$ cat config.mk
export PLATFORM = sky130hd
export DESIGN_NAME = alu_ctrl_seq
export DESIGN_NICKNAME = d
export VERILOG_FILES = /design/src/rtl/alu_ctrl_pkg.sv /design/src/rtl/alu_ctrl_decode.sv /design/src/rtl/alu_ctrl_seq.sv
export SDC_FILE = /design/constraint.sdc
export NUM_CORES = 1
export LEC_CHECK = 0
export CAP_MARGIN = 20
export CORE_MARGIN = 2
export CORE_UTILIZATION = 25
export DETAILED_ROUTE_END_ITERATION = 8
export SETUP_SLACK_MARGIN = 0.5
export SLEW_MARGIN = 20
export SYNTH_ARGS = -nofsm -noshare
export SYNTH_HDL_FRONTEND = slang
export SYNTH_SLANG_ARGS = --single-unit
$ cat constraint.sdc
create_clock -name clk -period 1.8 [get_ports clk]
set_input_delay 0.45 -clock clk [delete_from_list [all_inputs] [get_ports clk]]
set_output_delay 0.45 -clock clk [all_outputs]
set_load 0.1 [all_outputs]
$ cat src/rtl/alu_ctrl_pkg.sv
// Shared types and encodings for the sequenced ALU control decoder.
// Optional MULDIV path: enabled by defining ALU_CTRL_SEQ_MULDIV_EN.
package alu_ctrl_pkg;

    typedef enum logic [1:0] {
        AOP_LDST   = 2'b00,
        AOP_BRANCH = 2'b01,
        AOP_RTYPE  = 2'b10,
        AOP_ITYPE  = 2'b11
    } aluop_e;

    localparam logic [3:0] ALU_AND    = 4'b0000;
    localparam logic [3:0] ALU_OR     = 4'b0001;
    localparam logic [3:0] ALU_ADD    = 4'b0010;
    localparam logic [3:0] ALU_XOR    = 4'b0011;
    localparam logic [3:0] ALU_SLL    = 4'b0100;
    localparam logic [3:0] ALU_SRL    = 4'b0101;
    localparam logic [3:0] ALU_SUB    = 4'b0110;
    localparam logic [3:0] ALU_SRA    = 4'b0111;
    localparam logic [3:0] ALU_SLT    = 4'b1000;
    localparam logic [3:0] ALU_SLTU   = 4'b1001;
    localparam logic [3:0] ALU_MULDIV = 4'b1111;

    localparam logic [6:0] F7_BASE   = 7'b0000000;
    localparam logic [6:0] F7_ALT    = 7'b0100000;
    localparam logic [6:0] F7_MULDIV = 7'b0000001;

    typedef enum logic {
        ST_IDLE    = 1'b0,
        ST_MD_BUSY = 1'b1
    } state_e;

    // Operation selected by funct3 alone when funct7 is the base encoding
    function automatic logic [3:0] f3_base_op(input logic [2:0] f3);
        logic [3:0] op;
        case (f3)
            3'b000:  op = ALU_ADD;
            3'b001:  op = ALU_SLL;
            3'b010:  op = ALU_SLT;
            3'b011:  op = ALU_SLTU;
            3'b100:  op = ALU_XOR;
            3'b101:  op = ALU_SRL;
            3'b110:  op = ALU_OR;
            3'b111:  op = ALU_AND;
            default: op = ALU_ADD;
        endcase
        return op;
    endfunction

endpackage

$ cat src/rtl/alu_ctrl_decode.sv
// Pure combinational decode of ALUop/funct7/funct3 into {code, illegal, is_md}.
// The M-op decode exists only when ALU_CTRL_SEQ_MULDIV_EN is defined.
module alu_ctrl_decode
    import alu_ctrl_pkg::*;
(
    input  logic [1:0] alu_op_i,
    input  logic [6:0] funct7_i,
    input  logic [2:0] funct3_i,
    output logic [3:0] code_o,
    output logic       illegal_o,
    output logic       is_md_o
);

    // Decode table; anything undecodable reports illegal with an ADD code
    always_comb begin
        code_o    = ALU_ADD;
        illegal_o = 1'b0;
        is_md_o   = 1'b0;
        case (aluop_e'(alu_op_i))
            AOP_LDST: begin
                code_o = ALU_ADD;
            end
            AOP_BRANCH: begin
                code_o = ALU_SUB;
            end
            AOP_RTYPE: begin
                if (funct7_i == F7_BASE) begin
                    code_o = f3_base_op(funct3_i);
                end else if ((funct7_i == F7_ALT) && (funct3_i == 3'b000)) begin
                    code_o = ALU_SUB;
                end else if ((funct7_i == F7_ALT) && (funct3_i == 3'b101)) begin
                    code_o = ALU_SRA;
`ifdef ALU_CTRL_SEQ_MULDIV_EN
                end else if (funct7_i == F7_MULDIV) begin
                    code_o  = ALU_MULDIV;
                    is_md_o = 1'b1;
`endif
                end else begin
                    code_o    = ALU_ADD;
                    illegal_o = 1'b1;
                end
            end
            AOP_ITYPE: begin
                // funct7 is immediate bits except for the shift encodings
                if (funct3_i == 3'b001) begin
                    if (funct7_i == F7_BASE) begin
                        code_o = ALU_SLL;
                    end else begin
                        code_o    = ALU_ADD;
                        illegal_o = 1'b1;
                    end
                end else if (funct3_i == 3'b101) begin
                    if (funct7_i == F7_BASE) begin
                        code_o = ALU_SRL;
                    end else if (funct7_i == F7_ALT) begin
                        code_o = ALU_SRA;
                    end else begin
                        code_o    = ALU_ADD;
                        illegal_o = 1'b1;
                    end
                end else begin
                    code_o = f3_base_op(funct3_i);
                end
            end
            default: begin
                code_o    = ALU_ADD;
                illegal_o = 1'b1;
            end
        endcase
    end

endmodule

$ cat src/rtl/alu_ctrl_seq.sv
// Registered, valid/ready ALU control decoder with optional multi-cycle MULDIV path.
// Optional MULDIV path: enabled by defining ALU_CTRL_SEQ_MULDIV_EN.
module alu_ctrl_seq
    import alu_ctrl_pkg::*;
#(
    parameter int OP_W   = 4,
    parameter int MD_LAT = 32
) (
    input  logic            clk,
    input  logic            rst,
    input  logic            in_valid,
    output logic            in_ready,
    input  logic [1:0]      alu_op,
    input  logic [6:0]      funct7,
    input  logic [2:0]      funct3,
    output logic            out_valid,
    input  logic            out_ready,
    output logic [OP_W-1:0] alu_ctrl,
    output logic            illegal,
    output logic            md_start,
    output logic [2:0]      md_op
);

    logic [3:0]      dec_code_s;
    logic            dec_illegal_s;
    logic            dec_is_md_s;
    logic            accept_s;
    logic            drain_s;
    logic            out_valid_q;
    logic [OP_W-1:0] alu_ctrl_q;
    logic            illegal_q;

    alu_ctrl_decode u_decode (
        .alu_op_i  (alu_op),
        .funct7_i  (funct7),
        .funct3_i  (funct3),
        .code_o    (dec_code_s),
        .illegal_o (dec_illegal_s),
        .is_md_o   (dec_is_md_s)
    );

    assign accept_s  = in_valid && in_ready;
    assign drain_s   = out_valid_q && out_ready;
    assign out_valid = out_valid_q;
    assign alu_ctrl  = alu_ctrl_q;
    assign illegal   = illegal_q;

`ifdef ALU_CTRL_SEQ_MULDIV_EN
    localparam int CNT_W = $clog2(MD_LAT + 1);

    state_e           state_q;
    logic [CNT_W-1:0] cnt_q;
    logic             md_start_q;
    logic [2:0]       md_op_q;

    assign in_ready = !rst && (state_q == ST_IDLE) && (!out_valid_q || out_ready);
    assign md_start = md_start_q && !rst;
    assign md_op    = md_op_q;

    // IDLE/MD_BUSY sequencer with busy counter and registered result
    always_ff @(posedge clk) begin
        if (rst) begin
            state_q     <= ST_IDLE;
            cnt_q       <= '0;
            out_valid_q <= 1'b0;
            alu_ctrl_q  <= '0;
            illegal_q   <= 1'b0;
            md_start_q  <= 1'b0;
            md_op_q     <= 3'b000;
        end else begin
            md_start_q <= 1'b0;
            md_op_q    <= 3'b000;
            if (drain_s) begin
                out_valid_q <= 1'b0;
            end
            case (state_q)
                ST_IDLE: begin
                    if (accept_s) begin
                        if (dec_is_md_s) begin
                            md_start_q <= 1'b1;
                            md_op_q    <= funct3;
                            cnt_q      <= CNT_W'(MD_LAT);
                            state_q    <= ST_MD_BUSY;
                        end else begin
                            out_valid_q <= 1'b1;
                            alu_ctrl_q  <= OP_W'(dec_code_s);
                            illegal_q   <= dec_illegal_s;
                        end
                    end
                end
                ST_MD_BUSY: begin
                    // The launch cycle (md_start high) precedes the MD_LAT busy cycles
                    if (md_start_q) begin
                        cnt_q <= cnt_q;
                    end else if (cnt_q == CNT_W'(1)) begin
                        out_valid_q <= 1'b1;
                        alu_ctrl_q  <= OP_W'(ALU_MULDIV);
                        illegal_q   <= 1'b0;
                        cnt_q       <= '0;
                        state_q     <= ST_IDLE;
                    end else begin
                        cnt_q <= cnt_q - CNT_W'(1);
                    end
                end
                default: begin
                    state_q <= ST_IDLE;
                    cnt_q   <= '0;
                end
            endcase
        end
    end
`else
    assign in_ready = !rst && (!out_valid_q || out_ready);
    assign md_start = 1'b0;
    assign md_op    = 3'b000;

    // Single-stage result register; an M-op can never be flagged legal here
    always_ff @(posedge clk) begin
        if (rst) begin
            out_valid_q <= 1'b0;
            alu_ctrl_q  <= '0;
            illegal_q   <= 1'b0;
        end else begin
            if (drain_s) begin
                out_valid_q <= 1'b0;
            end
            if (accept_s) begin
                out_valid_q <= 1'b1;
                alu_ctrl_q  <= OP_W'(dec_code_s);
                illegal_q   <= dec_illegal_s | dec_is_md_s;
            end
        end
    end
`endif

endmodule
# Yosys cells after proc, flatten, opt, wreduce, memory -nomap -nowiden
# Memories as Yosys holds them, arrays and structs flattened.
# Cells that the tools add are included.
# classes
n_eq_ne	6
n_mux	20
reduce_logical	12
# ops
op	n
2-to-1 mux 4 bit	5
one-hot mux 4 bit (4 select lines)	1
2-to-1 mux 1 bit	10
2-to-1 mux 3 bit	3
== test 7 x 6 -> 1 bit (second input constant)	1
logical NOT 7 bit	1
logical AND 1 bit	5
== test 2 bit (second input constant)	2
== test 3 x 1 -> 1 bit (second input constant)	1
== test 3 bit (second input constant)	1
logical NOT 3 bit	1
== test 2 x 1 -> 1 bit (second input constant)	1
logical NOT 1 bit	2
logical NOT 2 bit	1
one-hot mux 1 bit (2 select lines)	1
nonzero test 2 bit	1
logical OR 1 bit	1
# totals
register_bits	6
rom_bits	64
output_inout_bits	11
elab_cells	43
memories	2
# mem_list
name	depth	word_bits	rd	rd_clocked_by_memory_dff	wr	line_no	text
(no name shown)	8	4	1	0	0	alu_ctrl_pkg.sv:36	case (f3)
(no name shown)	8	4	1	0	0	alu_ctrl_pkg.sv:36	

# Logic depth before layout (Yosys ltp)
# depth
depth_word	6
mapped_depth	5
mapped_depth_nobuf	4

# By module
# From an unflattened synthesis, not the netlist that was laid out.
# hier_totals
hier_cells	59
area_unflattened_um2	505.5
# modules_own_cells
module	n_inst	cells_per_inst	area_each_um2	seq_area_each_um2
alu_ctrl_seq	1	29	305.3	120.1
alu_ctrl_decode	1	30	200.2	0.0

# Worst setup path before layout
# OpenSTA, ideal clock, no wires.
# synth_timing
path_kind	register -> output
from	register out_valid_q, in the netlist out_valid
to	output in_ready
arrival_time_ns	2.282
setup_slack_ns	-0.932
stages_incl_launch_ff	3
cell_sequence	dfxtp_1 and2b_2 nor2_1
# synth_between
elab_chain_cells	3
# synth_rtl
item	line_no	text
start: declaration	alu_ctrl_seq.sv:29	logic out_valid_q;
start signal: assignment	alu_ctrl_seq.sv:120	out_valid_q <= 1'b0;
start signal: assignment	alu_ctrl_seq.sv:125	out_valid_q <= 1'b0;
start signal: assignment	alu_ctrl_seq.sv:128	out_valid_q <= 1'b1;
logical NOT 1 bit	alu_ctrl_seq.sv:113	assign in_ready = !rst && (!out_valid_q || out_ready);
logical OR 1 bit	alu_ctrl_seq.sv:113	
logical AND 1 bit	alu_ctrl_seq.sv:113	
end: declaration	alu_ctrl_seq.sv:12	output logic in_ready,
# Every way passes these cells.

# Worst setup path after layout
# layout_timing
from	input funct7[2]
to	register illegal_q, in the netlist illegal
# layout_between
elab_chain_cells	6
# layout_rtl
item	line_no	text
start: declaration	alu_ctrl_seq.sv:14	input logic [6:0] funct7,
== test 7 x 6 -> 1 bit	alu_ctrl_decode.sv:29, alu_ctrl_decode.sv:31, alu_ctrl_decode.sv:55	
2-to-1 mux 1 bit / logical AND 1 bit (equally long branches)	alu_ctrl_decode.sv:55, alu_ctrl_decode.sv:31	
2-to-1 mux 1 bit, on equally long branches	alu_ctrl_decode.sv:53, alu_ctrl_decode.sv:31	
2-to-1 mux 1 bit, on equally long branches	alu_ctrl_decode.sv:52, alu_ctrl_decode.sv:29	
2-to-1 mux 1 bit, on equally long branches	alu_ctrl_decode.sv:45, alu_ctrl_decode.sv:27	
one-hot mux 1 bit (2 select lines) (*)	alu_ctrl_decode.sv:19	case (aluop_e'(alu_op_i))
end signal: assignment	alu_ctrl_seq.sv:130	illegal_q <= dec_illegal_s | dec_is_md_s;
end: declaration	alu_ctrl_seq.sv:31	logic illegal_q;
# Every way passes the cells marked *; elsewhere a longest branch is shown, timed or not.
# A chain may end at the register's enable or synchronous reset.

==> metrics.md <==
| Metric | Value |
|---|---|
| Port Buffers | `22` |
| Critical-path top delay cell | `or4_4` |
| Asr flop ratio synth | `0` |
| Power per cell area | `516 nW/µm²` |
| Core area | `1940 µm²` |
| Worst VDD drop | `198 µV` |
| Root buffer cell | `clkbuf_4` |
| Die ar. | `2430 µm²` |
| Yosys warnings | `0` |
| Register area share after synthesis | `0.235` |
| Finished layout cell area | `1100 µm²` |
| Critical Path Start Type | `input pin` |
| Synth top area cells | `dfxtp_1 23%, buf_4 7.3%, and2b_2 5.1%` |
| CTS clk-pin slew, worst paths | `0.04 ns` |
| Max Freq | `0.613 GHz` |
| Total power | `0.569 mW` |
| RSZ-0062 raised after global routing | `true` |
| Share of cells above drive strength 1 | `0.558` |
| Die X | `49.2 µm` |
| Multi-input gate area | `395 µm²` |
| Layout Cells excl Fill | `140` |
| Post-synth top area share | `0.235` |
| Synth cell types | `33` |
| Final hold viol count | `0` |
| EDFF count, synth | `0` |
| FP Rows | `16` |
| Setup Skew | `0.00637 ns` |
| Die height | `49.2 µm` |
| Number of max-slew violations in the final report | `0` |
| Reg2reg setup slack | `0.28 ns` |
| Cells after Synth | `62` |
| Critical path class | `in2reg` |
| Gr usage total | `0.149` |
| Initial antenna violation count | `0` |
| CP Launch Point | `funct7[2]` |
| Setup TNS | `0 ns` |
| CTS Buf Count | `3` |
| I/O pins | `27` |
| Detailed Route Iter0 Violations | `2` |
| Max_cap viols | `0` |
| Static leakage power | `0.505 nW` |
| Fillers | `185` |
| H-tree level count | `1` |
| End of the worst register-to-register path | `alu_ctrl[2]` |
| Initial Util | `0.264` |
| CP Data Required Time | `1.93 ns` |
| # diodes | `0` |
| Final Critical Period | `1.63 ns` |
| DRC viols | `0` |
| DR vias/cell | `4.61` |
| CTS tree | `done` |
| Worst reg2reg startpoint | `out_valid` |
| Mapped Avg Cell Area | `8.25 µm²` |
| Status | `finished, final reports clean` |
| Critical path cell sequence | `buf_6 -> or4_4 -> or3_4 -> buf_4 -> o21ai_2 -> a31oi_1` |
| Drt first pass iters | `3` |
| Placed Cells | `128` |
| Reg2Reg Depth | `7` |
| Final setup fails | `0` |
| Largest net degree at the start of global routing | `7` |
| ANT nets after route | `0` |
| CTS Hold Buffers Added | `0` |
| First-pass GRT wire length | `2730 µm` |
| Routability Congestion | `0.814` |
| DR WL/cell | `11.3 µm` |
| Detail Placement HPWL | `1210 µm` |
| Total Wirelength | `1580 µm` |
| Crit path max fanout | `3` |
| GRT Residual Overflow | `0` |
| Tcrit/Tclk final | `0.907` |
| Nets@finish | `130` |
| CP arrival | `1.76 ns` |
| Most area-hungry cell type in the Yosys netlist | `dfxtp_1` |
| CTS Sinks | `6` |
| Area Growth Syn to Fin | `115%` |
| Main synth FF type | `dfxtp_1` |
| Largest incremental delay on the critical path | `0.52 ns` |
| Crit path capture | `illegal` |
| HP Class | `reg2reg` |
| Register area | `128 µm²` |
| Clk buf depth | `2` |
| Mapped cell area | `512 µm²` |
| CP Capture Type | `flip-flop` |
| Placed Area | `978 µm²` |
| Clk Latency, worst-skew pair | `0.25 ns` |
| Via count | `646` |
| Final Util | `0.568` |
| Vias in the first global route | `635` |
| Flops & latches, synth | `6` |
==> per-layer routing <==
layer  track usage  up-vias  wire (µm)
met1         0.152      293        619
met4         0.100        0         41
met5             0        -          0
met3        0.0337        6        106
li1              -      323          -
met2         0.268       24        814
==> kinds of logic after synthesis <==
group           share of synthesized area
xor+xnor                           0.0514
simple gates                        0.401
buf+inv                             0.120
other cells                       0.00733
flops                               0.235
compound gates                      0.186
==> synth_stat cells (2+ instances only) <==
cell and number:
dfxtp_1 6, nor2_1 6, buf_4 5, nand2_1 4, and2b_2 3, nor3b_1 3
o21ai_0 3, a211oi_1 2, a21oi_1 2, a31oi_1 2, inv_1 2, nor3_1 2
xor2_1 2
==> per-stage QoR <==
step / hold WS, ns / setup slack (ns)
after floorplan: 0.569 / 0.138
after global placement: 0.490 / -0.330
after detailed placement: 0.492 / -0.354
after CTS: 0.487 / 0.0963
after global routing: 0.508 / 0.129
final: 0.482 / 0.168
==> layout make-up <==
type,instances,share of cell area
clock buffers,4,0.0238
inverters,2,0.00681
well taps,27,0.0306
repair buffers,51,0.464
flip-flops and latches,6,0.116
multi-input cells,50,0.359
==> timing repair <==
action | in CTS | in global routing
gates cloned | 0 | 0
pin swaps | 14 | 8
buffers inserted | 8 | 0
endpoints found under the setup margin | 6 | 7
resized for setup | 34 | 4
==> flip-flops by register name, indices dropped and copies added, names as in the netlist <==
name / cells
alu_ctrl: 4
illegal: 1
out_valid: 1
==> cell usage in the layout (no fill, tap or decap), drive strengths merged, types with 2 or more instances in the layout <==
master | netlist | final
and2b | 3 | 3
xor2 | 2 | 2
dlygate4sd2 | 0 | 6
conb | 1 | 4
nor2 | 6 | 6
a31oi | 2 | 2
o21ai | 3 | 3
nand2 | 4 | 4
a211oi | 2 | 2
a21oi | 2 | 2
inv | 2 | 2
nor4 | 2 | 2
nor3 | 2 | 2
nor3b | 4 | 4
dfxtp | 6 | 6
buf | 6 | 40
dlymetal6s2s | 0 | 3
clkbuf | 1 | 4
==> power by group <==
group	internal (mW)	total [mW]	switching, mW
clock	0.0842	0.136	0.0517
combinational	0.120	0.285	0.165
sequential	0.141	0.148	0.00686
total	0.346	0.569	0.224
==> how the worst min path moves through the flow <==
stage | start | to | slack, ns | depth (start not counted)
after floorplan | in_valid | out_valid | 0.57 | 2
after global placement | alu_ctrl[3] | alu_ctrl[3] | 0.49 | 2
after detailed placement | alu_ctrl[3] | alu_ctrl[3] | 0.49 | 2
after CTS | alu_ctrl[3] | alu_ctrl[3] | 0.49 | 2
after global routing | alu_ctrl[3] | alu_ctrl[3] | 0.51 | 2
final | alu_ctrl[3] | alu_ctrl[3] | 0.48 | 2
==> worst max-delay path: cells and delay by family <==
family | cells | cell delay (ns)
buffers and inverters | 2 | 0.24
AOI/OAI and AO/OA | 2 | 0.19
and+or+nand+nor | 2 | 0.87
Power figures use the tool's default switching activity.
